**src/rtl/pmod_pkg.sv**
```systemverilog
// Shared constants and helpers for the PMOD input conditioner.
// Mode encodings select which per-channel source drives pin_out.
package pmod_pkg;

    localparam logic [1:0] MODE_RAW    = 2'b00;
    localparam logic [1:0] MODE_LEVEL  = 2'b01;
    localparam logic [1:0] MODE_TOGGLE = 2'b10;
    localparam logic [1:0] MODE_PULSE  = 2'b11;

    // One spare bit above clog2 so the terminal count always fits, even for 1.
    function automatic int cnt_width(input int cycles);
        return $clog2(cycles) + 1;
    endfunction

endpackage

```
**src/rtl/pmod_chan_debounce.sv**
```systemverilog
// One PMOD channel: synchroniser chain, debounce counter, stable level,
// toggle state and debounced edge strobes.
module pmod_chan_debounce
    import pmod_pkg::*;
#(
    parameter int SYNC_STAGES     = 2,
    parameter int DEBOUNCE_CYCLES = 16,
    parameter bit IDLE_LEVEL      = 1'b0
) (
    input  logic clk,
    input  logic rst_n,
    input  logic pin_in,
    output logic sample,
    output logic stable,
    output logic toggle,
    output logic rise,
    output logic fall
);

    localparam int CNT_W = cnt_width(DEBOUNCE_CYCLES);
    localparam logic [CNT_W-1:0] CNT_ZERO = CNT_W'(0);
    localparam logic [CNT_W-1:0] CNT_ONE  = CNT_W'(1);
    localparam logic [CNT_W-1:0] CNT_LAST = CNT_W'(DEBOUNCE_CYCLES - 1);

    logic [SYNC_STAGES-1:0] sync_r;
    logic [CNT_W-1:0]       cnt_r;
    logic                   stable_r;
    logic                   toggle_r;
    logic                   rise_r;
    logic                   fall_r;
    logic                   sample_s;

    assign sample_s = sync_r[SYNC_STAGES-1];

    // Synchroniser chain moving the asynchronous pin into the clk domain.
    always_ff @(posedge clk or negedge rst_n) begin
        if (!rst_n) begin
            sync_r <= {SYNC_STAGES{IDLE_LEVEL}};
        end else begin
            sync_r <= {sync_r[SYNC_STAGES-2:0], pin_in};
        end
    end

    // Debounce counter, accepted level, toggle state and edge strobes.
    // Strobes are registered so they appear with the new stable level.
    always_ff @(posedge clk or negedge rst_n) begin
        if (!rst_n) begin
            cnt_r    <= CNT_ZERO;
            stable_r <= IDLE_LEVEL;
            toggle_r <= 1'b0;
            rise_r   <= 1'b0;
            fall_r   <= 1'b0;
        end else if (sample_s == stable_r) begin
            cnt_r  <= CNT_ZERO;
            rise_r <= 1'b0;
            fall_r <= 1'b0;
        end else if (cnt_r == CNT_LAST) begin
            cnt_r    <= CNT_ZERO;
            stable_r <= sample_s;
            toggle_r <= toggle_r ^ sample_s;
            rise_r   <= sample_s;
            fall_r   <= ~sample_s;
        end else begin
            cnt_r  <= cnt_r + CNT_ONE;
            rise_r <= 1'b0;
            fall_r <= 1'b0;
        end
    end

    assign sample = sample_s;
    assign stable = stable_r;
    assign toggle = toggle_r;
    assign rise   = rise_r;
    assign fall   = fall_r;

endmodule

```
**src/rtl/pmod_input_conditioner.sv**
```systemverilog
// Conditions CHANNELS asynchronous PMOD pins and drives a registered,
// mode-selected output per channel plus debounced edge strobes.
module pmod_input_conditioner
    import pmod_pkg::*;
#(
    parameter int CHANNELS        = 8,
    parameter int SYNC_STAGES     = 2,
    parameter int DEBOUNCE_CYCLES = 16,
    parameter bit IDLE_LEVEL      = 1'b0
) (
    input  logic                clk,
    input  logic                rst_n,
    input  logic [CHANNELS-1:0] pin_in,
    input  logic [1:0]          mode,
    output logic [CHANNELS-1:0] pin_out,
    output logic [CHANNELS-1:0] rise,
    output logic [CHANNELS-1:0] fall,
    output logic                any_change
);

    logic [CHANNELS-1:0] sample_s;
    logic [CHANNELS-1:0] stable_s;
    logic [CHANNELS-1:0] toggle_s;
    logic [CHANNELS-1:0] rise_s;
    logic [CHANNELS-1:0] fall_s;
    logic [CHANNELS-1:0] pin_next_s;
    logic [CHANNELS-1:0] pin_out_r;
    logic                any_change_r;

    for (genvar i = 0; i < CHANNELS; i++) begin : g_chan
        pmod_chan_debounce #(
            .SYNC_STAGES    (SYNC_STAGES),
            .DEBOUNCE_CYCLES(DEBOUNCE_CYCLES),
            .IDLE_LEVEL     (IDLE_LEVEL)
        ) u_chan (
            .clk   (clk),
            .rst_n (rst_n),
            .pin_in(pin_in[i]),
            .sample(sample_s[i]),
            .stable(stable_s[i]),
            .toggle(toggle_s[i]),
            .rise  (rise_s[i]),
            .fall  (fall_s[i])
        );
    end

    // Output source select; PULSE forwards the rise strobe one cycle late.
    always_comb begin
        pin_next_s = {CHANNELS{IDLE_LEVEL}};
        case (mode)
            MODE_RAW:    pin_next_s = sample_s;
            MODE_LEVEL:  pin_next_s = stable_s;
            MODE_TOGGLE: pin_next_s = toggle_s;
            MODE_PULSE:  pin_next_s = rise_s;
            default:     pin_next_s = {CHANNELS{IDLE_LEVEL}};
        endcase
    end

    // Registered pin_out and the delayed any-edge summary.
    always_ff @(posedge clk or negedge rst_n) begin
        if (!rst_n) begin
            pin_out_r    <= {CHANNELS{IDLE_LEVEL}};
            any_change_r <= 1'b0;
        end else begin
            pin_out_r    <= pin_next_s;
            any_change_r <= |(rise_s | fall_s);
        end
    end

    assign pin_out    = pin_out_r;
    assign rise       = rise_s;
    assign fall       = fall_s;
    assign any_change = any_change_r;

endmodule

```
**config.mk**
```make
export PLATFORM = sky130hd
export DESIGN_NAME = pmod_input_conditioner
export DESIGN_NICKNAME = d
export VERILOG_FILES = /design/src/rtl/pmod_pkg.sv /design/src/rtl/pmod_chan_debounce.sv /design/src/rtl/pmod_input_conditioner.sv
export SDC_FILE = /design/constraint.sdc
export NUM_CORES = 1
export LEC_CHECK = 0
export CORE_ASPECT_RATIO = 0.8
export CORE_MARGIN = 2
export CORE_UTILIZATION = 62
export CTS_CLUSTER_DIAMETER = 30
export DETAILED_ROUTE_END_ITERATION = 12
export DONT_BUFFER_PORTS = 1
export GPL_TIMING_DRIVEN = 0
export PLACE_DENSITY = 0.78
export SYNTH_ARGS = -nofsm -noshare
export SYNTH_HDL_FRONTEND = slang
export SYNTH_SLANG_ARGS = --single-unit
```
**constraint.sdc**
```tcl
create_clock -name clk -period 1.53 [get_ports clk]
set_input_delay 0.2295 -clock clk [delete_from_list [all_inputs] [get_ports clk]]
set_output_delay 0.2295 -clock clk [all_outputs]
set_load 0.02 [all_outputs]
```
==> results of run 1 <==
## cells in the mapped netlist, drive strengths merged
cell / n
nor3b: 16
nand4: 1
ha: 8
nand4b: 8
xor2: 32
mux2: 8
mux4: 8
and3: 4
a31oi: 8
nor2: 16
dfrtp: 97
buf: 18
and2: 12
nand3: 8
nand2: 16
nor4: 4
## registers in the layout, summed over array words and instances, names as in the netlist
name	flops
g_chan.u_chan.stable	8
g_chan.u_chan.sync_r	16
g_chan.u_chan.fall	8
pin_out	8
g_chan.u_chan.rise	8
g_chan.u_chan.cnt_r	40
g_chan.u_chan.toggle	8
any_change	1
## worst reg2reg max path: cells and delay by family, from the launching register on
kind | cells | cell delay (ps)
XOR/XNOR | 1 | 210
adder cells (fa/ha/maj) | 1 | 220
AND/OR/NAND/NOR | 2 | 440
flip-flops | 1 | 370
## report_power, final
group | total, W | internal, W | switching [W]
clock network | 0.00161 | 0.000773 | 0.000834
registers | 0.00272 | 0.00264 | 0.0000821
logic | 0.000168 | 0.0000943 | 0.0000741
total | 0.00450 | 0.00351 | 0.000990
## layout make-up
type,instances,share of cell area
tap,81,0.02346
clock inverter,3,0.005213
buffer,18,0.03012
clock buffer,13,0.04141
timing repair buffer,8,0.01853
multi-input combinational,149,0.3194
sequential,97,0.5618
## per-stage QoR
stage	area, um^2	instances
after detailed placement	4039	345
final	4320	369
after floorplan	3938	264
after CTS	4320	369
after global routing	4320	369
after global placement	4039	345
## kinds of logic after synthesis
group,count (synthesis),synth area share
multiplexers,16,0.06864
AO/OA/AOI/OAI,8,0.01271
AND/OR/NAND/NOR,85,0.1725
buffers and inverters,18,0.03305
flip-flops,97,0.6165
XOR/XNOR,32,0.07118
adder cells (fa/ha/maj),8,0.02542
## metal layers
layer  global-route usage  part of all wire  up-vias
met5                    0                 0        -
met4              0.04902            0.0097        0
met3              0.07107             0.050        6
met2               0.2810              0.46       51
met1               0.2714              0.48     1029
li1                     -                 -      936
## worst paths after layout
check | slack, ps | from | depth (start not counted) | to
setup / recovery | 200 | g_chan[1].u_chan.cnt_r[0] | 4 | g_chan[1].u_chan.toggle
hold / removal | -440 | rst_n | 0 | g_chan[1].u_chan.cnt_r[3]
setup reg to reg | 200 | g_chan[1].u_chan.cnt_r[0] | 4 | g_chan[1].u_chan.toggle
hold reg to reg | 360 | g_chan[1].u_chan.sync_r[0] | 0 | g_chan[1].u_chan.sync_r[1]
max in group asynchronous | 1820 | rst_n | 0 | g_chan[7].u_chan.rise
min in group clk | 330 | mode[0] | 2 | pin_out[6]
==> flow_metrics.py, run 1 <==
metrics = {
    "cts": {
        "clock-sinks": 97,
        "cts_buffer_depth": 2,
        "hold_buffers": 8,
        "cts_buffers": 9,
        "htree_levels": 3,
        "cts_tree": "yes",
        "clk_pin_slew_ps": 80,
        "post_cts_buffers": 0,
        "clk_latency_ps": 350,
        "cts_root_buf": "clkbuf_8",
        "cts_resized": 0,
    },
    "cells_and_area": {
        "drive_gt1_frac": 0.2361,
        "multi_input_area_mm2": 0.001380,
        "syn2layout_area_growth_pct": 9.723,
        "fillCellCount": 402,
        "regArea_mm2": 0.002427,
        "final_cell_mix": "dfrtp_1 (97), xor2_1 (32), nand2_1 (16), nor2_1 (16), buf_4 (16)",
        "diodes": 0,
        "final_common_cell": "dfrtp_1",
        "layout.nets": 303,
        "utilization": 0.7156,
    },
    "hold_path": {
        "min_path_type": "input port to async pin",
    },
    "critical_path": {
        "crit_chain": "ha_1 -> nand4b_2 -> nor3b_2 -> xor2_1",
        "critical_path_arrival_ps": 1590,
        "path_class": "register to register",
        "cp.buffers_inverters": 0,
        "critPathCaptureType": "register",
        "critPathMaxFanout": 4,
        "start_kind": "register",
        "required_ps": 1800,
        "critPathSlowestCell": "dfrtp_1",
        "cpPeakStageDelay_ps": 370,
        "critPathTopFamily": "simple AND/OR/NAND/NOR gates",
    },
    "grt": {
        "grt_max_degree": 98,
        "track_usage": 0.1899,
        "grt-ovfl-total": 0,
        "grt_pass1_vias": 2018,
        "antenna_found_initial": 0,
        "grt_pass1_wl_um": 9894,
    },
    "die": {
        "die_x_um": 93.10,
        "die_area_mm2": 0.007009,
        "rows": 25,
        "die_y_um": 75.28,
        "initial_core_util": 0.6522,
        "ioPinCount": 37,
        "core_mm2": 0.006037,
    },
    "timing": {
        "setup_ws_ps": 202.2,
        "skew_ps": 12.08,
        "hold_violations": 97,
        "rsz0062_at_grt": "false",
        "slew_violations": 0,
        "setup_viol_count_final": 0,
        "worstMarginPinSlew_ps": 346.8,
        "min_period_over_period": 0.8678,
        "holdWs_ps": -436.5,
        "setup_tns_ps": 0,
        "fin_crit_ps": 1328,
        "slew_headroom": 0.7666,
        "max_freq_mhz": 753.1,
    },
    "route": {
        "vias": 2022,
        "drt-initial-drc-count": 140,
        "drtAntennaViolNets": 0,
        "drt-pass1-iter-count": 4,
        "wire_per_inst_um": 15.99,
        "routed_wl_um": 5902,
        "drc": 0,
        "avgViaCountPerCell": 5.480,
    },
    "run": {
        "drv_cap": 0,
    },
    "placement": {
        "pre_cts_ws_ps": 241.2,
        "dp_hpwl_um": 3979,
        "place.gp.congestion": 0.7995,
        "io_buffers": 0,
    },
    "logic_synthesis": {
        "synth_area_mm2": 0.003938,
        "yosysUniqueCellTypes": 21,
        "ys_seq_area_frac": 0.6165,
        "synth_nets": 284,
        "synth_seq_cells": 97,
        "avgSynthCellArea_um2": 14.91,
        "yosys.area.top_type": "dfrtp_1",
        "synthTopCellsByArea": "dfrtp_1 (62%), xor2_1 (7.1%), mux4_2 (4.6%)",
        "syn_inst": 264,
        "synthDominantCellAreaShare": 0.6165,
        "ys_warn_count": 0,
    },
    "outcome": {
        "status": "finished, violations left",
        "violations": "negative hold slack",
    },
    "power_and_ir_drop": {
        "finalPower_w": 0.004499,
        "p_leak_nw": 2.409,
        "worst_ir_drop_vdd_mv": 0.6211,
        "power_density_mw_per_mm2": 1041,
    },
}
Note: power is estimated with default switching activity, not from simulation.
==> run 2, diff against run 1 <==
--- a/config.mk
+++ b/config.mk
@@ -5,7 +5,8 @@
 export SDC_FILE = /design/constraint.sdc
 export NUM_CORES = 1
 export LEC_CHECK = 0
-export CORE_ASPECT_RATIO = 0.8
+export ABC_CLOCK_PERIOD_IN_PS = 1530
+export CORE_ASPECT_RATIO = 2
 export CORE_MARGIN = 2
 export CORE_UTILIZATION = 62
 export CTS_CLUSTER_DIAMETER = 30
@@ -13,6 +14,7 @@
 export DONT_BUFFER_PORTS = 1
 export GPL_TIMING_DRIVEN = 0
 export PLACE_DENSITY = 0.78
+export SETUP_SLACK_MARGIN = 0.3
 export SYNTH_ARGS = -nofsm -noshare
 export SYNTH_HDL_FRONTEND = slang
 export SYNTH_SLANG_ARGS = --single-unit
==> run 2 against run 1 <==
Compared with the run above: the flow still finishes with violations (negative hold slack); fmax rose by 9.9%; cell count increased by 5.7%; worst hold slack better by 19 ps; via count grew 3.3%; final area grew 7.8%; non-clock buffer count up 16; clock power rose by 35%; critical path depth did not move; sequential power about the same; wire length rose by 6.2%; total power increased by 14%.
==> flow_metrics.py, run 2 (synthesized netlist as in run 1, its figures left out) <==
metrics = {
    "outcome": {
        "status": "finished, violations left",
        "violations": "negative hold slack",
    },
    "grt": {
        "grt_pass1_wl_um": 10320,
        "use_met1": 0.2584,
        "met2_usage": 0.3196,
        "antenna_found_initial": 0,
        "grt_max_degree": 98,
        "use_met3": 0.05759,
        "grt_pass1_vias": 2117,
        "track_usage": 0.2073,
        "busiest_layer": "met2",
        "grt-ovfl-total": 0,
    },
    "power_and_ir_drop": {
        "worst_ir_drop_vdd_mv": 0.9032,
        "finalPower_w": 0.005129,
        "power_density_mw_per_mm2": 1101,
        "p_leak_nw": 2.532,
    },
    "cts": {
        "cts_buffer_depth": 2,
        "hold_buffers": 8,
        "clk_pin_slew_ps": 60,
        "cts_tree": "yes",
        "htree_levels": 3,
        "cts_buffers": 9,
        "cts_root_buf": "clkbuf_16",
        "clock-sinks": 97,
        "clk_latency_ps": 340,
    },
    "critical_path": {
        "path_class": "register to register",
        "rr_worst_depth": 4,
        "critical_path_arrival_ps": 1470,
        "endpoint": "g_chan[1].u_chan.toggle",
        "reg2reg_from": "g_chan[1].u_chan.cnt_r[0]",
        "cp-startpoint": "g_chan[1].u_chan.cnt_r[0]",
        "critPathCaptureType": "register",
        "start_kind": "register",
        "worstReg2RegEnd": "g_chan[1].u_chan.toggle",
        "ff2ff_setup_slack_ps": 320,
        "critPathMaxFanout": 4,
        "required_ps": 1790,
    },
    "timing": {
        "setup_tns_ps": 0,
        "max_freq_mhz": 827.6,
        "worstMarginPinSlew_ps": 342.9,
        "skew_ps": 3.298,
        "slew_violations": 0,
        "rsz0062_at_grt": "true",
        "min_period_over_period": 0.7897,
        "setup_viol_count_final": 0,
        "holdWs_ps": -417.8,
        "hold_violations": 97,
        "slew_headroom": 0.7695,
        "fin_crit_ps": 1208,
    },
    "die": {
        "rows": 41,
        "die_area_mm2": 0.007043,
        "die_x_um": 60.35,
        "die_y_um": 116.7,
        "ioPinCount": 37,
        "core_mm2": 0.006207,
        "initial_core_util": 0.6343,
    },
    "route": {
        "drt-initial-drc-count": 111,
        "avgViaCountPerCell": 5.356,
        "drtAntennaViolNets": 0,
        "drt-pass1-iter-count": 4,
        "vias": 2089,
        "routed_wl_um": 6266,
        "drc": 0,
        "wire_per_inst_um": 16.07,
    },
    "placement": {
        "io_buffers": 0,
        "dp_hpwl_um": 4002,
        "place.gp.congestion": 0.6923,
        "dp_cells": 350,
    },
    "cells_and_area": {
        "syn2layout_area_growth_pct": 18.27,
        "layout.cells.non_filler": 390,
        "drive_gt1_frac": 0.2961,
        "reg.largest.list": "g_chan.u_chan.cnt_r: 40 flops, g_chan.u_chan.sync_r: 16 flops",
        "largest_register": "g_chan.u_chan.cnt_r",
        "final_common_cell": "dfrtp_1",
        "diodes": 0,
        "final_cell_mix": "dfrtp_1 (97), xor2_1 (32), buf_4 (32)",
        "largest_reg_flops": 40,
        "layout.nets": 319,
    },
    "run": {
        "drv_cap": 0,
    },
    "hold_path": {
        "min_path_type": "input port to async pin",
    },
}
==> run 2: worst min path at each step <==
stage                     depth (start not counted)  start                          to
after global placement                            0  rst_n   g_chan[1].u_chan.cnt_r[3]
after detailed placement                          0  rst_n   g_chan[1].u_chan.cnt_r[0]
after floorplan                                   0  rst_n                  any_change
final                                             0  rst_n   g_chan[1].u_chan.cnt_r[3]
after CTS                                         0  rst_n   g_chan[1].u_chan.cnt_r[3]
after global routing                              0  rst_n  g_chan[6].u_chan.sync_r[1]
==> run 2: final cells by class <==
| type | instances | area, um^2 |
|---|---|---|
| repair buffers | 24 | 200.2 |
| clock inverters | 3 | 40.04 |
| flip-flops and latches | 97 | 2427 |
| well taps | 86 | 107.6 |
| multi-input cells | 149 | 1501 |
| fillers | 406 | 1550 |
| plain buffers | 18 | 130.1 |
| clock buffers | 13 | 250.2 |
==> run 2: where the power goes <==
group / total, W / leakage, nW / internal [W] / switching [W]
logic: 0.000208 / 1.09 / 0.000128 / 0.0000809
clock network: 0.00217 / 0.144 / 0.00131 / 0.000865
registers: 0.00275 / 1.29 / 0.00265 / 0.000102
total: 0.00513 / 2.53 / 0.00408 / 0.00105
==> run 2: timing repair <==
action | in CTS | in global routing
endpoints found under the setup margin | 17 | 14
pin swaps | 2 | 21
setup buffers | 2 | 14
resized for setup | 15 | 4
cloned | 0 | 0
hold endpoints to repair | 105 | 97
==> run 2: stage by stage <==
stage / worst slack (ps) / utilization / instance area [um^2] / hold WS (ps)
after global routing: 249.7 / 0.7503 / 4657 / -435.1
after detailed placement: 246.7 / 0.6517 / 4045 / -63.60
after global placement: 290.5 / 0.6517 / 4045 / -63.37
after floorplan: 325.4 / - / 3938 / -66.09
final: 321.8 / 0.7503 / 4657 / -417.8
after CTS: 265.3 / 0.7275 / 4516 / -429.5
==> run 2: per-layer routing <==
metal / vias to the layer above / share of wire / routed length [um]
met2: 38 / 0.53 / 3315
li1: 968 / - / -
met1: 1068 / 0.40 / 2519
met3: 15 / 0.037 / 232
met4: 0 / 0.032 / 199
met5: - / 0 / 0
==> run 2: worst max-delay path: stages, from the launching register on <==
cell and delay, ps:
dfrtp_1 390, ha_4 180, nand4b_4 130, nor3b_4 240, xor2_1 180
==> RTL edit 1, RTL diff (settings of run 2) <==
`DEBOUNCE_CYCLES` is set to 16 in 2 places; all go to 32.
--- a/src/rtl/pmod_chan_debounce.sv
+++ b/src/rtl/pmod_chan_debounce.sv
@@ -5,5 +5,5 @@
 #(
     parameter int SYNC_STAGES     = 2,
-    parameter int DEBOUNCE_CYCLES = 16,
+    parameter int DEBOUNCE_CYCLES = 32,
     parameter bit IDLE_LEVEL      = 1'b0
 ) (
--- a/src/rtl/pmod_input_conditioner.sv
+++ b/src/rtl/pmod_input_conditioner.sv
@@ -6,5 +6,5 @@
     parameter int CHANNELS        = 8,
     parameter int SYNC_STAGES     = 2,
-    parameter int DEBOUNCE_CYCLES = 16,
+    parameter int DEBOUNCE_CYCLES = 32,
     parameter bit IDLE_LEVEL      = 1'b0
 ) (
Check against the original RTL: no difference found for any inputs over 10 cycles, from zero or initial values and one cycle with rst_n low; that may be too few to reach the edited logic, so the function may still have changed.
==> RTL edit 1 against run 2 <==
Area after synthesis increased by 12%; cell area grew 21%; utilization grew 6.5 points; routed wire length is 40% higher; worst setup slack got worse by 140 ps; sequential share of layout area decreased by 5.2 points; cell count increased by 25%; the run still ends with hold timing left; sequential cell count rose by 8; first-iteration DRC count increased by 78%; largest cell class unchanged; global-route usage grew 2.8 points; total power is 7.1% higher; die area rose by 11%.
==> RTL edit 1: results (changes against run 2) <==
Run status:
- The checks that failed: hold timing.
- The flow ran to the end, but the final reports show violations.

Layout:
- The number of inserted diodes is 0 (unchanged).
- The net total in the final layout is 412 (+29%).
- The largest registers in the layout are g_chan.u_chan.cnt_r: 48 flops, g_chan.u_chan.sync_r: 16 flops.
- The fraction of layout cells with a size suffix above 1 is 39.0% (+9.4 points).

Min path:
- The min-delay analysis places its worst path in the category in2async.

Global routing:
- The global-route wire length before repair was 13.9 mm (+34%).
- The total routing resource utilization after global routing is 23.5% (+2.8 points).
- The number of antenna violations at the first check in global routing came to 0 (unchanged).
- The number of global-route vias before repair is 2903 (+37%).
- The maximum number of pins on one net before global-route repair was 106 (+8.2%).

Clock tree:
- The number of buffers added to fix hold violations after cts is 8 (unchanged).
- The number of buffers created by CTS came to 9 (unchanged).
- The CTS clock-pin slew for the worst setup and hold paths is 70 ps.
- The H-tree depth is 3 (unchanged).
- The clock network latency to the later pin of the worst-skew pair was 340 ps (about the same).
- Clock tree synthesis selected as its root buffer the cell clkbuf_16.
- The worst-case clock buffer depth is 2 (unchanged).

Timing:
- The minimum hold slack is -419 ps (-1.46 ps).
- The number of failing hold endpoints at the final stage was 105 (+8.2%).
- The post-route clock skew was 8.28 ps (+4.99 ps).
- The relative slew slack is 66.4% (-11 points).

Placement:
- The cell total after placement was 426 (+22%).
- The final estimated routing congestion in global placement is 0.762 (+10%).
- The detailed placer's ending HPWL was 4.98 mm (+24%).
- The number of I/O port buffers was 0 (unchanged).
- The post-place instance area is 0.00455 mm^2 (+12%).
- The post-placement worst setup slack is -37.8 ps (-284 ps).

Setup path:
- The stage delay of the slowest cell on the critical path came to 410 ps (+20 ps).
- The cell with the largest stage delay on the worst path is dfrtp_1.
- The critical-path maximum fanout is 2 (-2).

Routing:
- The iteration count of the initial detailed-routing pass is 4 (unchanged).
- The total via count in the routed design came to 2789 (+34%).
- The mean routed wirelength per cell came to 18.0 um (+12%).
- The number of violations reported at the end of detailed-routing iteration 0 is 198 (+78%).
- The remaining antenna violation count is 0 (unchanged).
- The number of vias per cell was 5.73 (+6.9%).

Synthesis:
- The yosys synthesis warning count is 0 (unchanged).
- The share of synthesized area occupied by flip-flops and latches is 59.6% (-2.0 points).
- The number of nets produced by synthesis is 356 (+25%).
- The proportion of register bits with asynchronous set or reset after synthesis was 100% (unchanged).
- The post-synthesis instance total was 336 (+27%).
- Ranked by instance count, the synthesized netlist is headed by dfrtp_1 (105), nor2_1 (33), xor2_1 (28).
- After synthesis, the cell types taking the most area are dfrtp_1 (60%), xor2_1 (5.6%), mux4_2 (4.1%).
- The post-synthesis cell type count is 37 (+76%).

Power and ir drop:
- The maximum vdd drop was 1.00 mV (+11%).
- The total leakage power came to 2.49 nW (-1.6%).
[RTL edit 1: report_power, final]
group / switching (mW) / total, mW / internal [mW]
Sequential: 0.106 / 2.96 / 2.86
Clock: 0.987 / 2.20 / 1.21
Combinational: 0.136 / 0.333 / 0.197
[RTL edit 1: area by class of cell]
type | count | area (um^2)
Multi-Input combinational cell | 206 | 2020
Buffer | 18 | 130
Clock buffer | 12 | 256
Sequential cell | 105 | 2640
Inverter | 7 | 26.3
Tap cell | 90 | 113
Clock inverter | 4 | 35.0
Fill cell | 387 | 1270
Timing Repair Buffer | 45 | 404
[RTL edit 1: through the flow]
step / TNS, ps / hold slack, ps
global route: 0 / -434
finish: 0 / -419
detailed placement: -37.8 / -63.9
global placement: 0 / -64.0
CTS: 0 / -435
floorplan: 0 / -66.1
[RTL edit 1: worst paths after layout]
check / start / end / slack, ps / cells past startpoint
max in group asynchronous: rst_n / g_chan[0].u_chan.cnt_r[2]$_DFF_PN0_ / 1770 / 0
max: g_chan[1].u_chan.cnt_r[0]$_DFF_PN0_ / g_chan[1].u_chan.stable$_DFFE_PN0P_ / 180 / 4
min in group clk: g_chan[4].u_chan.sync_r[0]$_DFF_PN0_ / g_chan[4].u_chan.sync_r[1]$_DFF_PN0_ / 350 / 0
min reg2reg: g_chan[4].u_chan.sync_r[0]$_DFF_PN0_ / g_chan[4].u_chan.sync_r[1]$_DFF_PN0_ / 350 / 0
max reg2reg: g_chan[1].u_chan.cnt_r[0]$_DFF_PN0_ / g_chan[1].u_chan.stable$_DFFE_PN0P_ / 180 / 4
min: rst_n / g_chan[7].u_chan.cnt_r[2]$_DFF_PN0_ / -420 / 0
[RTL edit 1: cells by family (layout without fill, tap and decap cells)]
family	count (synthesis)	count (layout)	synth area share (%)
xor gates and xnor gates	44	44	8.75
buffers and inverters	25	86	3.55
and+or+nand+nor	116	116	16.5
DFF	105	105	59.6
adders and majority gates	8	8	2.27
AOI/OAI and AO/OA	23	23	3.07
muxes	15	15	6.22
[RTL edit 1: worst max-delay path, delay by kind of cell (launching register included)]
| kind | cells | cell delay (ps) |
|---|---|---|
| flops | 1 | 410 |
| fa+ha+maj | 1 | 170 |
| mux | 1 | 330 |
| simple gates | 2 | 330 |
[RTL edit 1: timing repair]
item,CTS,global route
buffers inserted,31,6
gates resized for setup,35,45
setup endpoints to repair,44,54
endpoints found under the hold margin,113,105
pin swaps,25,17
cloned,0,0
[RTL edit 1: layer usage]
metal  vias to the layer above  global-route usage, %  part of all wire (%)
li1                       1272                      -                     -
met1                      1453                   28.6                    39
met2                        52                   41.3                    56
met3                        12                   3.55                   2.5
met4                         0                   10.6                   2.0
met5                         -                      0                     0
==> RTL edit 2, RTL diff (flow settings as in run 2) <==
Made on the original files. Add an input register stage for `pin_in` and `mode`, without a reset; this delays them by one clock.
--- a/src/rtl/pmod_input_conditioner.sv
+++ b/src/rtl/pmod_input_conditioner.sv
@@ -19,4 +19,12 @@
 );
 
+    logic [CHANNELS-1:0] pin_q;
+    logic [1:0] mode_q;
+
+    always_ff @(posedge clk) begin
+        pin_q  <= pin_in;
+        mode_q <= mode;
+    end
+
     logic [CHANNELS-1:0] sample_s;
     logic [CHANNELS-1:0] stable_s;
@@ -36,5 +44,5 @@
             .clk   (clk),
             .rst_n (rst_n),
-            .pin_in(pin_in[i]),
+            .pin_in(pin_q[i]),
             .sample(sample_s[i]),
             .stable(stable_s[i]),
@@ -48,5 +56,5 @@
     always_comb begin
         pin_next_s = {CHANNELS{IDLE_LEVEL}};
-        case (mode)
+        case (mode_q)
             MODE_RAW:    pin_next_s = sample_s;
             MODE_LEVEL:  pin_next_s = stable_s;
Behaviour: not the same (a bounded check fails within 4 cycles, from zero or initial values and one cycle with rst_n low).
==> RTL edit 2 against run 2 <==
The flow still finishes with violations (hold timing); cell area increased by 6.4%; worst setup slack got worse by 1.7 ps; total power increased by 8.2%; cell count increased by 5.6%; critical path depth unchanged; sequential cell count increased by 10; maximum frequency decreased by 0.14%; count of clock-buffer cells in the layout decreased by 3; utilization increased by 1.0 points; routed wire length increased by 9.2%; via count increased by 6.9%; area after synthesis increased by 4.9%; non-clock buffer count increased by 10; largest cell class unchanged; highest routed layer unchanged.
==> RTL edit 2: results (changes against run 2) <==
Run status:
- The flow ran to the end, but the final reports show violations.
- The final reports fail on hold timing.

Global routing:
- The met1 global-route usage is 29.0% (+3.2 points).
- The global-route wire length before repair is 11.1 mm (+7.6%).

Placement:
- The cell total after placement is 362 (+3.4%).
- The final estimated routing congestion in global placement is 0.743 (+7.3%).
- The detailed placer's ending HPWL is 4.24 mm (+6.0%).
- The post-place instance area came to 0.00424 mm^2 (+4.8%).
- The post-placement worst setup slack was 221 ps (-25.8 ps).

Power and ir drop:
- The total leakage power is 2.67 nW (+5.5%).
- The maximum vdd drop is 1.00 mV (+11%).

Routing:
- The mean routed wirelength per cell is 16.6 um (+3.4%).
- The number of violations reported at the end of detailed-routing iteration 0 is 144 (+30%).
- The total via count in the routed design is 2233 (+6.9%).
- The amount of wire on met3 after detailed routing was 238 um (+2.6%).
- The routed metal-1 wire length is 2.87 mm (+14%).
- The length of routed met2 wiring came to 3.63 mm (+9.5%).

Timing:
- The number of failing hold endpoints at the final stage was 97 (unchanged).
- The minimum hold slack came to -420 ps (-1.82 ps).
- The relative slew slack is 74.9% (-2.0 points).
- The post-route clock skew is 7.61 ps (+4.31 ps).

Synthesis:
- The share of synthesized area occupied by flip-flops and latches is 63.6% (+2.0 points).
- The share of the synthesized area in compound gates (AO/OA/AOI/OAI) is 1.21% (-0.059 points).
- The number of nets produced by synthesis is 294 (+3.5%).
- The proportion of register bits with asynchronous set or reset after synthesis is 90.7% (-9.3 points).
- After synthesis, the cell types taking the most area are dfrtp_1 (59%), xor2_1 (6.8%), dfxtp_1 (4.8%).
- The post-synthesis share of cell area spent on full adders, half adders and majority gates is 2.42% (-0.12 points).

Layout:
- Compared with the post-synthesis result, the final layout area differs by 20.0%.
- The number of standard cells in the final layout excluding fillers was 412 (+5.6%).

Setup path:
- In this run the worst setup path begins at g_chan[3].u_chan.cnt_r[0]$_DFF_PN0_.
- The stage delay of the slowest cell on the critical path was 410 ps (+20 ps).

Clock tree:
- The number of buffers added to fix hold violations after cts was 10 (+2).
RTL edit 2: cell types whose count changed in the layout (fill, tap and decap cells not counted), moves of 2 or more:
cell and change:
buf_2 -2, buf_4 +9, clkbuf_1 -3, clkinv_4 +2, dfxtp_1 +10, dlygate4sd3_1 +2
RTL edit 2: final cells by class:
| type | instances | area share [%] |
|---|---|---|
| clock buffer | 10 | 4.82 |
| buffer | 18 | 2.80 |
| sequential | 107 | 53.0 |
| clock inverter | 6 | 1.31 |
| multi-input combinational | 149 | 30.2 |
| timing repair buffer | 34 | 5.66 |
| tap | 88 | 2.22 |
RTL edit 2: power by group through the flow:
| stage | clock network [mW] | logic [mW] | registers, mW |
|---|---|---|---|
| finish | 2.29 | 0.233 | 3.02 |
| global route | 2.46 | 0.263 | 3.03 |
| CTS | 2.34 | 0.201 | 3.02 |
| detailed placement | 0 | 0.154 | 3.06 |
| global placement | 0 | 0.142 | 3.05 |
| floorplan | 0 | 0.126 | 3.04 |
RTL edit 2: what timing repair did:
action | CTS | global route
pin swaps | 2 | 19
endpoints found under the setup margin | 24 | 11
gates resized for setup | 19 | 3
setup buffers | 1 | 23
endpoints found under the hold margin | 107 | 97
RTL edit 2: final timing paths:
check,endpoint,slack (ps)
max,g_chan[3].u_chan.toggle$_DFFE_PN0P_,320
min,g_chan[5].u_chan.cnt_r[2]$_DFF_PN0_,-420
max reg2reg,g_chan[3].u_chan.toggle$_DFFE_PN0P_,320
min reg2reg,g_chan[6].u_chan.sync_r[0]$_DFF_PN0_,330
max in group asynchronous,g_chan[2].u_chan.cnt_r[3]$_DFF_PN0_,1830
min in group clk,g_chan[6].u_chan.sync_r[0]$_DFF_PN0_,330
